===== config.mk =====
export PLATFORM = sky130hd
export DESIGN_NAME = axi4_lite_rd_buffer
export DESIGN_NICKNAME = d
export VERILOG_FILES = /design/src/rtl/axi4_lite_rd_buffer.sv
export SDC_FILE = /design/constraint.sdc
export NUM_CORES = 1
export LEC_CHECK = 0
export CORE_MARGIN = 2
export CORE_UTILIZATION = 50
export CTS_CLUSTER_SIZE = 16
export DETAILED_ROUTE_END_ITERATION = 16
export PLACE_DENSITY = 0.85
export SLEW_MARGIN = 20
export SYNTH_ARGS = -nofsm -noshare
export SYNTH_HDL_FRONTEND = slang
export SYNTH_SLANG_ARGS = --single-unit
export TNS_END_PERCENT = 30

===== constraint.sdc =====
create_clock -name aclk -period 3.15 [get_ports aclk]
set_input_delay 0.7875 -clock aclk [delete_from_list [all_inputs] [get_ports aclk]]
set_output_delay 0.7875 -clock aclk [all_outputs]
set_load 0.01 [all_outputs]

===== src/rtl/axi4_lite_rd_buffer.sv =====
// AXI4-lite read-channel buffer: queues AR requests toward the downstream slave
// and R beats back toward the upstream master, limits outstanding transactions,
// and drops (and flags) R beats that arrive with nothing issued.
module axi4_lite_rd_buffer #(
    parameter int unsigned A        = 32,
    parameter int unsigned N        = 4,
    parameter int unsigned AR_DEPTH = 4,
    parameter int unsigned R_DEPTH  = 4,
    parameter int unsigned MAX_OUT  = 4
) (
    input  logic           aclk,
    input  logic           areset,
    input  logic [A-1:0]   s_araddr,
    input  logic           s_arvalid,
    output logic           s_arready,
    output logic [8*N-1:0] s_rdata,
    output logic [1:0]     s_rresp,
    output logic           s_rvalid,
    input  logic           s_rready,
    output logic [A-1:0]   m_araddr,
    output logic           m_arvalid,
    input  logic           m_arready,
    input  logic [8*N-1:0] m_rdata,
    input  logic [1:0]     m_rresp,
    input  logic           m_rvalid,
    output logic           m_rready,
    output logic [7:0]     outstanding,
    output logic           err_unexp_r
);

    localparam int unsigned DW   = 8 * N;
    localparam int unsigned RW   = DW + 2;
    localparam int unsigned ARPW = $clog2(AR_DEPTH);
    localparam int unsigned ARCW = $clog2(AR_DEPTH + 1);
    localparam int unsigned RPW  = $clog2(R_DEPTH);
    localparam int unsigned RCW  = $clog2(R_DEPTH + 1);

    localparam logic [ARCW-1:0] ArFullCnt = ARCW'(AR_DEPTH);
    localparam logic [RCW-1:0]  RFullCnt  = RCW'(R_DEPTH);
    localparam logic [7:0]      MaxOut    = 8'(MAX_OUT);

    // Storage
    logic [A-1:0]    ar_mem_q [AR_DEPTH];
    logic [RW-1:0]   r_mem_q  [R_DEPTH];

    logic [ARPW-1:0] ar_wptr_q, ar_rptr_q;
    logic [ARCW-1:0] ar_cnt_q, ar_cnt_d;
    logic [RPW-1:0]  r_wptr_q, r_rptr_q;
    logic [RCW-1:0]  r_cnt_q, r_cnt_d;

    logic [7:0]      outstanding_q, outstanding_d;
    logic [7:0]      issued_q, issued_d;
    logic            err_q, err_d;

    logic            ar_full, ar_empty, r_full, r_empty;
    logic            ar_push, ar_pop, r_push, r_pop;
    logic            m_r_xfer, unexp_r;

    // Handshakes, status flags and head-of-queue outputs
    always_comb begin
        ar_full     = (ar_cnt_q == ArFullCnt);
        ar_empty    = (ar_cnt_q == '0);
        r_full      = (r_cnt_q == RFullCnt);
        r_empty     = (r_cnt_q == '0);

        s_arready   = !ar_full && (outstanding_q < MaxOut);
        m_arvalid   = !ar_empty;
        m_araddr    = ar_mem_q[ar_rptr_q];
        m_rready    = !r_full;
        s_rvalid    = !r_empty;
        {s_rdata, s_rresp} = r_mem_q[r_rptr_q];
        outstanding = outstanding_q;
        err_unexp_r = err_q;

        ar_push  = s_arvalid && s_arready;
        ar_pop   = m_arvalid && m_arready;
        m_r_xfer = m_rvalid && m_rready;
        // An AR leaving in the same cycle covers a beat that arrives with issued==0.
        unexp_r  = m_r_xfer && (issued_q == '0) && !ar_pop;
        r_push   = m_r_xfer && !unexp_r;
        r_pop    = s_rvalid && s_rready;
    end

    // Next-state for occupancy, transaction counters and sticky error
    always_comb begin
        ar_cnt_d      = ar_cnt_q;
        r_cnt_d       = r_cnt_q;
        outstanding_d = outstanding_q;
        issued_d      = issued_q;
        err_d         = err_q || unexp_r;

        if (ar_push && !ar_pop) begin
            ar_cnt_d = ar_cnt_q + ARCW'(1);
        end else if (!ar_push && ar_pop) begin
            ar_cnt_d = ar_cnt_q - ARCW'(1);
        end

        if (r_push && !r_pop) begin
            r_cnt_d = r_cnt_q + RCW'(1);
        end else if (!r_push && r_pop) begin
            r_cnt_d = r_cnt_q - RCW'(1);
        end

        if (ar_push && !r_pop) begin
            outstanding_d = outstanding_q + 8'd1;
        end else if (!ar_push && r_pop) begin
            outstanding_d = outstanding_q - 8'd1;
        end

        if (ar_pop && !r_push) begin
            issued_d = issued_q + 8'd1;
        end else if (!ar_pop && r_push) begin
            issued_d = issued_q - 8'd1;
        end
    end

    // Control state: pointers, counts and flags, cleared asynchronously
    always_ff @(posedge aclk or posedge areset) begin
        if (areset) begin
            ar_wptr_q     <= '0;
            ar_rptr_q     <= '0;
            ar_cnt_q      <= '0;
            r_wptr_q      <= '0;
            r_rptr_q      <= '0;
            r_cnt_q       <= '0;
            outstanding_q <= '0;
            issued_q      <= '0;
            err_q         <= 1'b0;
        end else begin
            if (ar_push) ar_wptr_q <= ar_wptr_q + ARPW'(1);
            if (ar_pop)  ar_rptr_q <= ar_rptr_q + ARPW'(1);
            if (r_push)  r_wptr_q  <= r_wptr_q + RPW'(1);
            if (r_pop)   r_rptr_q  <= r_rptr_q + RPW'(1);
            ar_cnt_q      <= ar_cnt_d;
            r_cnt_q       <= r_cnt_d;
            outstanding_q <= outstanding_d;
            issued_q      <= issued_d;
            err_q         <= err_d;
        end
    end

    // Payload storage; only written on an accepted transfer so idle X never enters
    always_ff @(posedge aclk) begin
        if (ar_push) ar_mem_q[ar_wptr_q] <= s_araddr;
        if (r_push)  r_mem_q[r_wptr_q]   <= {m_rdata, m_rresp};
    end

endmodule


Word level (Yosys, flattened, before mapping)
Memories as Yosys holds them, arrays and structs flattened.
Index checks and enable logic that the tools add are counted.
{ "totals": {"ff_bits": 31, "ramBits": 264, "input_bits": 72, "output_inout_bits": 79, "wordCells": 71, "n_memories": 2} }
{ "memory_table": {"columns": ["memory", "words", "width", "rd", "rd_clocked_by_memory_dff", "write_ports", "line_no", "source"], "rows": [
  ["r_mem_q", 4, 34, 1, 0, 1, "44", "logic [RW-1:0] r_mem_q [R_DEPTH];"],
  ["ar_mem_q", 4, 32, 1, 0, 1, "43", "logic [A-1:0] ar_mem_q [AR_DEPTH];"]
]} }
{ "classes": {"addsub": 12, "magnitude_cmp": 1, "n_eq_ne": 2, "mux": 12, "reduce_logical": 33} }
{ "op_table": {"columns": ["cell", "n"], "rows": [
  ["$mux W8", 4],
  ["$add A8 B1 Y8 const B", 2],
  ["$logic_and A1 B1 Y1", 16],
  ["$sub A8 B1 Y8 const B", 2],
  ["$mux W3", 4],
  ["$logic_not A1 Y1", 9],
  ["$add A2 B1 Y2 const B", 4],
  ["$logic_not A8 Y1", 1],
  ["$lt A8 B3 Y1 const B", 1],
  ["$reduce_bool A2 Y1", 4],
  ["$add A3 B1 Y3 const B", 2],
  ["$eq A3 B3 Y1 const B", 2],
  ["$logic_not A3 Y1", 2],
  ["$sub A3 B1 Y3 const B", 2],
  ["$mux W1", 4],
  ["$logic_or A1 B1 Y1", 1]
]} }

Depth between registers and ports, before layout
{ "depth": {"depth_word": 11, "depth_mapped": 11} }

Worst setup path before layout
No wires, ideal clock.
{ "synth_timing": {"kind": "register -> register", "from": "register outstanding_q[2], in the netlist outstanding[2]", "to": "register outstanding_q[6], in the netlist outstanding[6]", "setup_time_ns": 0.069, "t_arrival_ns": 3.390, "required_time_ns": 3.081, "setup_slack_ns": -0.309, "path_stages_with_launch": 12, "n_path_buf": 0, "period_less_slack_ns": 3.459, "cell_sequence": "dfrtp_1 -> or4_4 -> a2111oi_4 -> and2_4 -> ha_1 -> inv_1 -> fa_1 -> a21o_1 -> a21oi_1 -> nor2b_1 -> or4_1 -> nand3_1"} }
{ "synth_via": {"elab_chain_len": 6, "word_cells_on_any_way": 11, "classes_between": "2 x add/sub; 1 x order compare; 2 x mux; 6 x reduce/logical"} }
{ "synth_rtl": {"columns": ["item", "line_no", "source"], "rows": [
  ["start: declaration", "51", "logic [7:0] outstanding_q, outstanding_d;"],
  ["start signal: assignment", "136", "outstanding_q <= outstanding_d;"],
  ["$lt A8 B3 Y1 *", "66", "s_arready = !ar_full && (outstanding_q < MaxOut);"],
  ["$logic_and A1 B1 Y1 *", "66", null],
  ["net s_arready", "15", "output logic s_arready,"],
  ["$logic_and A1 B1 Y1 *", "75", "ar_push = s_arvalid && s_arready;"],
  ["net ar_push", "56", "logic ar_push, ar_pop, r_push, r_pop;"],
  ["$logic_not A1 Y1", "106", "end else if (!ar_push && r_pop) begin"],
  ["$logic_and A1 B1 Y1", "106", null],
  ["$reduce_bool A2 Y1 (no line)", null, null]
]} }
The timed path passes the listed nets; every way through them passes the cells marked *. The select of a mux whose other input is x is not followed.
A chain may end at the register's enable or synchronous reset.

Final worst setup path
{ "layout_timing": {"from": "register outstanding_q[2], in the netlist outstanding[2]", "to": "register outstanding_q[6], in the netlist outstanding[6]"} }
{ "layout_via": {"elab_chain_len": 6, "word_cells_on_any_way": 11, "classes_between": "2 x add/sub; 1 x order compare; 2 x mux; 6 x reduce/logical"} }
{ "layout_rtl": {"columns": ["item", "line_no"], "rows": [
  ["$lt A8 B3 Y1 *", "66"],
  ["$logic_and A1 B1 Y1 *", "66"],
  ["$logic_and A1 B1 Y1 *", "75"],
  ["net ar_push", "56"],
  ["$logic_not A1 Y1", "106"],
  ["$logic_and A1 B1 Y1", "106"],
  ["$reduce_bool A2 Y1 (no line)", null]
]} }
Marked as above.

==> flow_metrics.py <==
metrics = {
    "global_route": {
        "grt_use_met3_pct": 4.03,
        "grt_pass1_vias": 6114,
        "grt_start_max_net_pins": 35,
        "top_usage_layer": "met2",
        "grt_pass1_wl_um": 34000,
        "grt_util_met1_pct": 23.2,
        "met2_usage_pct": 32.1,
        "overflow": 0,
        "grt_use_total_pct": 18.3,
        "antenna_found_initial": 1,
    },
    "floorplanning": {
        "start_util_pct": 51.0,
        "rows": 55,
        "die_y_um": 156,
        "die_w_um": 156,
        "die-area_um2": 24300,
        "num_io_pins": 151,
        "core-area_um2": 22600,
    },
    "route": {
        "antenna_left": 0,
        "viasPerCell": 5.53,
        "finalWirelength_um": 22800,
        "vias": 5804,
        "first_iter_violations": 321,
        "drc": 0,
        "wl_per_cell_um": 21.7,
        "drt_pass1_iterations": 4,
    },
    "timing": {
        "tightest_slew_ps": 479,
        "slew_violations": 0,
        "finClkSkew_ps": 15.4,
        "period_share_pct": 99.9,
        "hold_violations": 0,
        "setup_violations": 0,
        "maxSlewHeadroom_pct": 68.1,
        "rsz0062_at_grt": "true",
        "min_period_ps": 3150,
        "whs_ps": 477,
        "clock.fmax_mhz": 318,
    },
    "synth": {
        "synthDistinctLibCells": 44,
        "post-synth-top-area-fraction_pct": 68.6,
        "synth_edf_count": 264,
        "yosys_warnings": 0,
        "ys_top_cells_by_count": "264 x edfxtp_1, 66 x mux4_2, 31 x dfrtp_1",
        "synth-seq-cells": 295,
        "yosysTopAreaCell": "edfxtp_1",
        "yosysSeqAreaShare_pct": 75.3,
        "synthArstFlopShare_pct": 10.5,
        "avgSynthCellArea_um2": 21.6,
        "synth_cells": 536,
        "synth_nets": 635,
        "synthesis.area_um2": 11600,
        "synth.top_cells.by_area": "edfxtp_1 69%, mux4_2 13%, dfrtp_1 6.7%",
        "ys.flop_type": "edfxtp_1",
        "synthMostInstantiatedCell": "edfxtp_1",
    },
    "run": {
        "cap_violations": 0,
    },
    "clocking": {
        "insertion_delay_ps": 540,
        "clk_pin_slew_worst_paths_ps": 60,
        "cts_buffers": 30,
        "cts.path.max_buffers": 3,
        "hold_buffers": 0,
        "root_buffer": "clkbuf_16",
        "cts_tree": "yes",
        "clkSinkCount": 295,
        "h-tree-depth": 1,
    },
    "finish": {
        "nets": 840,
        "fin_area_um2": 14700,
        "areaGrowthSynthToFinish_pct": 27.2,
        "drive_gt1_share_pct": 23.3,
    },
    "place": {
        "place_congestion": 0.849,
        "placed_cell_area_um2": 13700,
        "port-buffer-count": 150,
        "dp_hpwl_um": 14500,
    },
    "worst_setup_path": {
        "crit_family": "simple AND/OR/NAND/NOR gates",
        "crit_path_top_delay_cell": "or4_4",
        "criticalPathCategory": "reg -> reg",
        "cp_max_fo": 7,
        "path_buf_inv": 1,
        "arrival_ps": 3620,
        "path_cells": "or4_4 > a2111oi_4 > and2_4 > ha_4 > inv_6 > fa_2 > a21o_1 > a21oi_2 > nor2b_1 > or4_1 > nand3_1",
        "slowest_delay_ps": 540,
        "critPathCaptureType": "flop",
        "cp.required_ps": 3620,
        "cp-start-kind": "flop",
    },
    "power_and_ir_drop": {
        "ir_worst_vdd_mv": 0.557,
        "p_leak_nw": 5.03,
        "power_density_nw_per_um2": 932,
    },
    "status": {
        "status": "finished, final reports clean",
    },
    "worst_hold_path": {
        "hold_path_class": "reg -> reg",
    },
}
==> flip-flops by register name, indices dropped and copies added (netlist names) <==
signal / cells
issued_q: 8
r_cnt_q: 3
r_rptr_q: 2
ar_cnt_q: 3
ar_wptr_q: 2
ar_rptr_q: 2
outstanding: 8
r_wptr_q: 2
ar_mem_q: 128
err_unexp_r: 1
r_mem_q: 136
==> final cells by class <==
cell class                 count  area [um^2]
sequential                   295         8710
clock buffer                  39          806
tap                          285          357
timing repair buffer         191         1930
clock inverter                16         77.6
inverter                       9         38.8
fill                        1475         7940
antenna                        1         2.50
multi-input combinational    214         2780
==> cell families after synthesis <==
group,count (synthesis),share of synthesized area [%]
AND/OR/NAND/NOR,51,2.54
adder cells (fa/ha/maj),27,3.18
AO/OA/AOI/OAI,34,2.01
flip-flops,295,75.3
XOR/XNOR,25,1.89
multiplexers,77,14.1
buffers and inverters,27,0.953
==> placed cells by master (no fill, tap or decap), drive strengths merged, types with 12 or more instances in the layout <==
cell type      count
nand2             15
xnor2             15
edfxtp           264
ha                23
dfrtp             31
a21oi             12
buf               40
clkinv            15
clkdlybuf4s50    149
mux4              66
clkbuf            40
==> per-layer routing <==
| metal | wire, um | vias to the layer above |
|---|---|---|
| li1 | - | 2608 |
| met1 | 8810 | 3001 |
| met2 | 12000 | 166 |
| met3 | 1440 | 29 |
| met4 | 479 | 0 |
| met5 | 0 | - |
==> path summary, 6_finish.rpt <==
kind | startpoint | to | slack [ps] | cells past startpoint
min reg2reg | ar_rptr_q[1] | ar_rptr_q[1] | 480 | 1
min in group asynchronous | areset | ar_wptr_q[1] | 640 | 3
max reg2reg | outstanding[2] | outstanding[6] | 2 | 11
max | outstanding[2] | outstanding[6] | 2 | 11
max in group asynchronous | areset | r_rptr_q[1] | 2180 | 3
min | ar_rptr_q[1] | ar_rptr_q[1] | 480 | 1
==> through the flow <==
step	util, %	power, mW	setup slack (ps)	cells	TNS (ps)
2_1_floorplan	-	8.20	21.4	536	0
3_3_place_gp	60.4	10.2	-81.3	980	-123
3_5_place_dp	60.4	10.5	-197	980	-484
4_1_cts	64.4	13.7	12.6	1040	0
5_1_grt	64.9	14.4	-85.4	1050	-167
6_report	64.9	13.7	2.35	1050	0
==> power breakdown <==
group          switching [mW]  internal, mW  total [mW]
Combinational            2.28          2.95        5.24
Clock                    1.37          1.79        3.16
Sequential              0.362          4.93        5.29
Total                    4.02          9.67        13.7
==> what timing repair did <==
| item | CTS | global route |
|---|---|---|
| endpoints found under the setup margin | 40 | 8 |
| hold endpoints to repair | 0 | 0 |
| cloned | 0 | 1 |
| gates resized for setup | 3 | 6 |
| setup buffers | 5 | 8 |
| pin swaps | 2 | 9 |
Power figures use the tool's default switching activity.
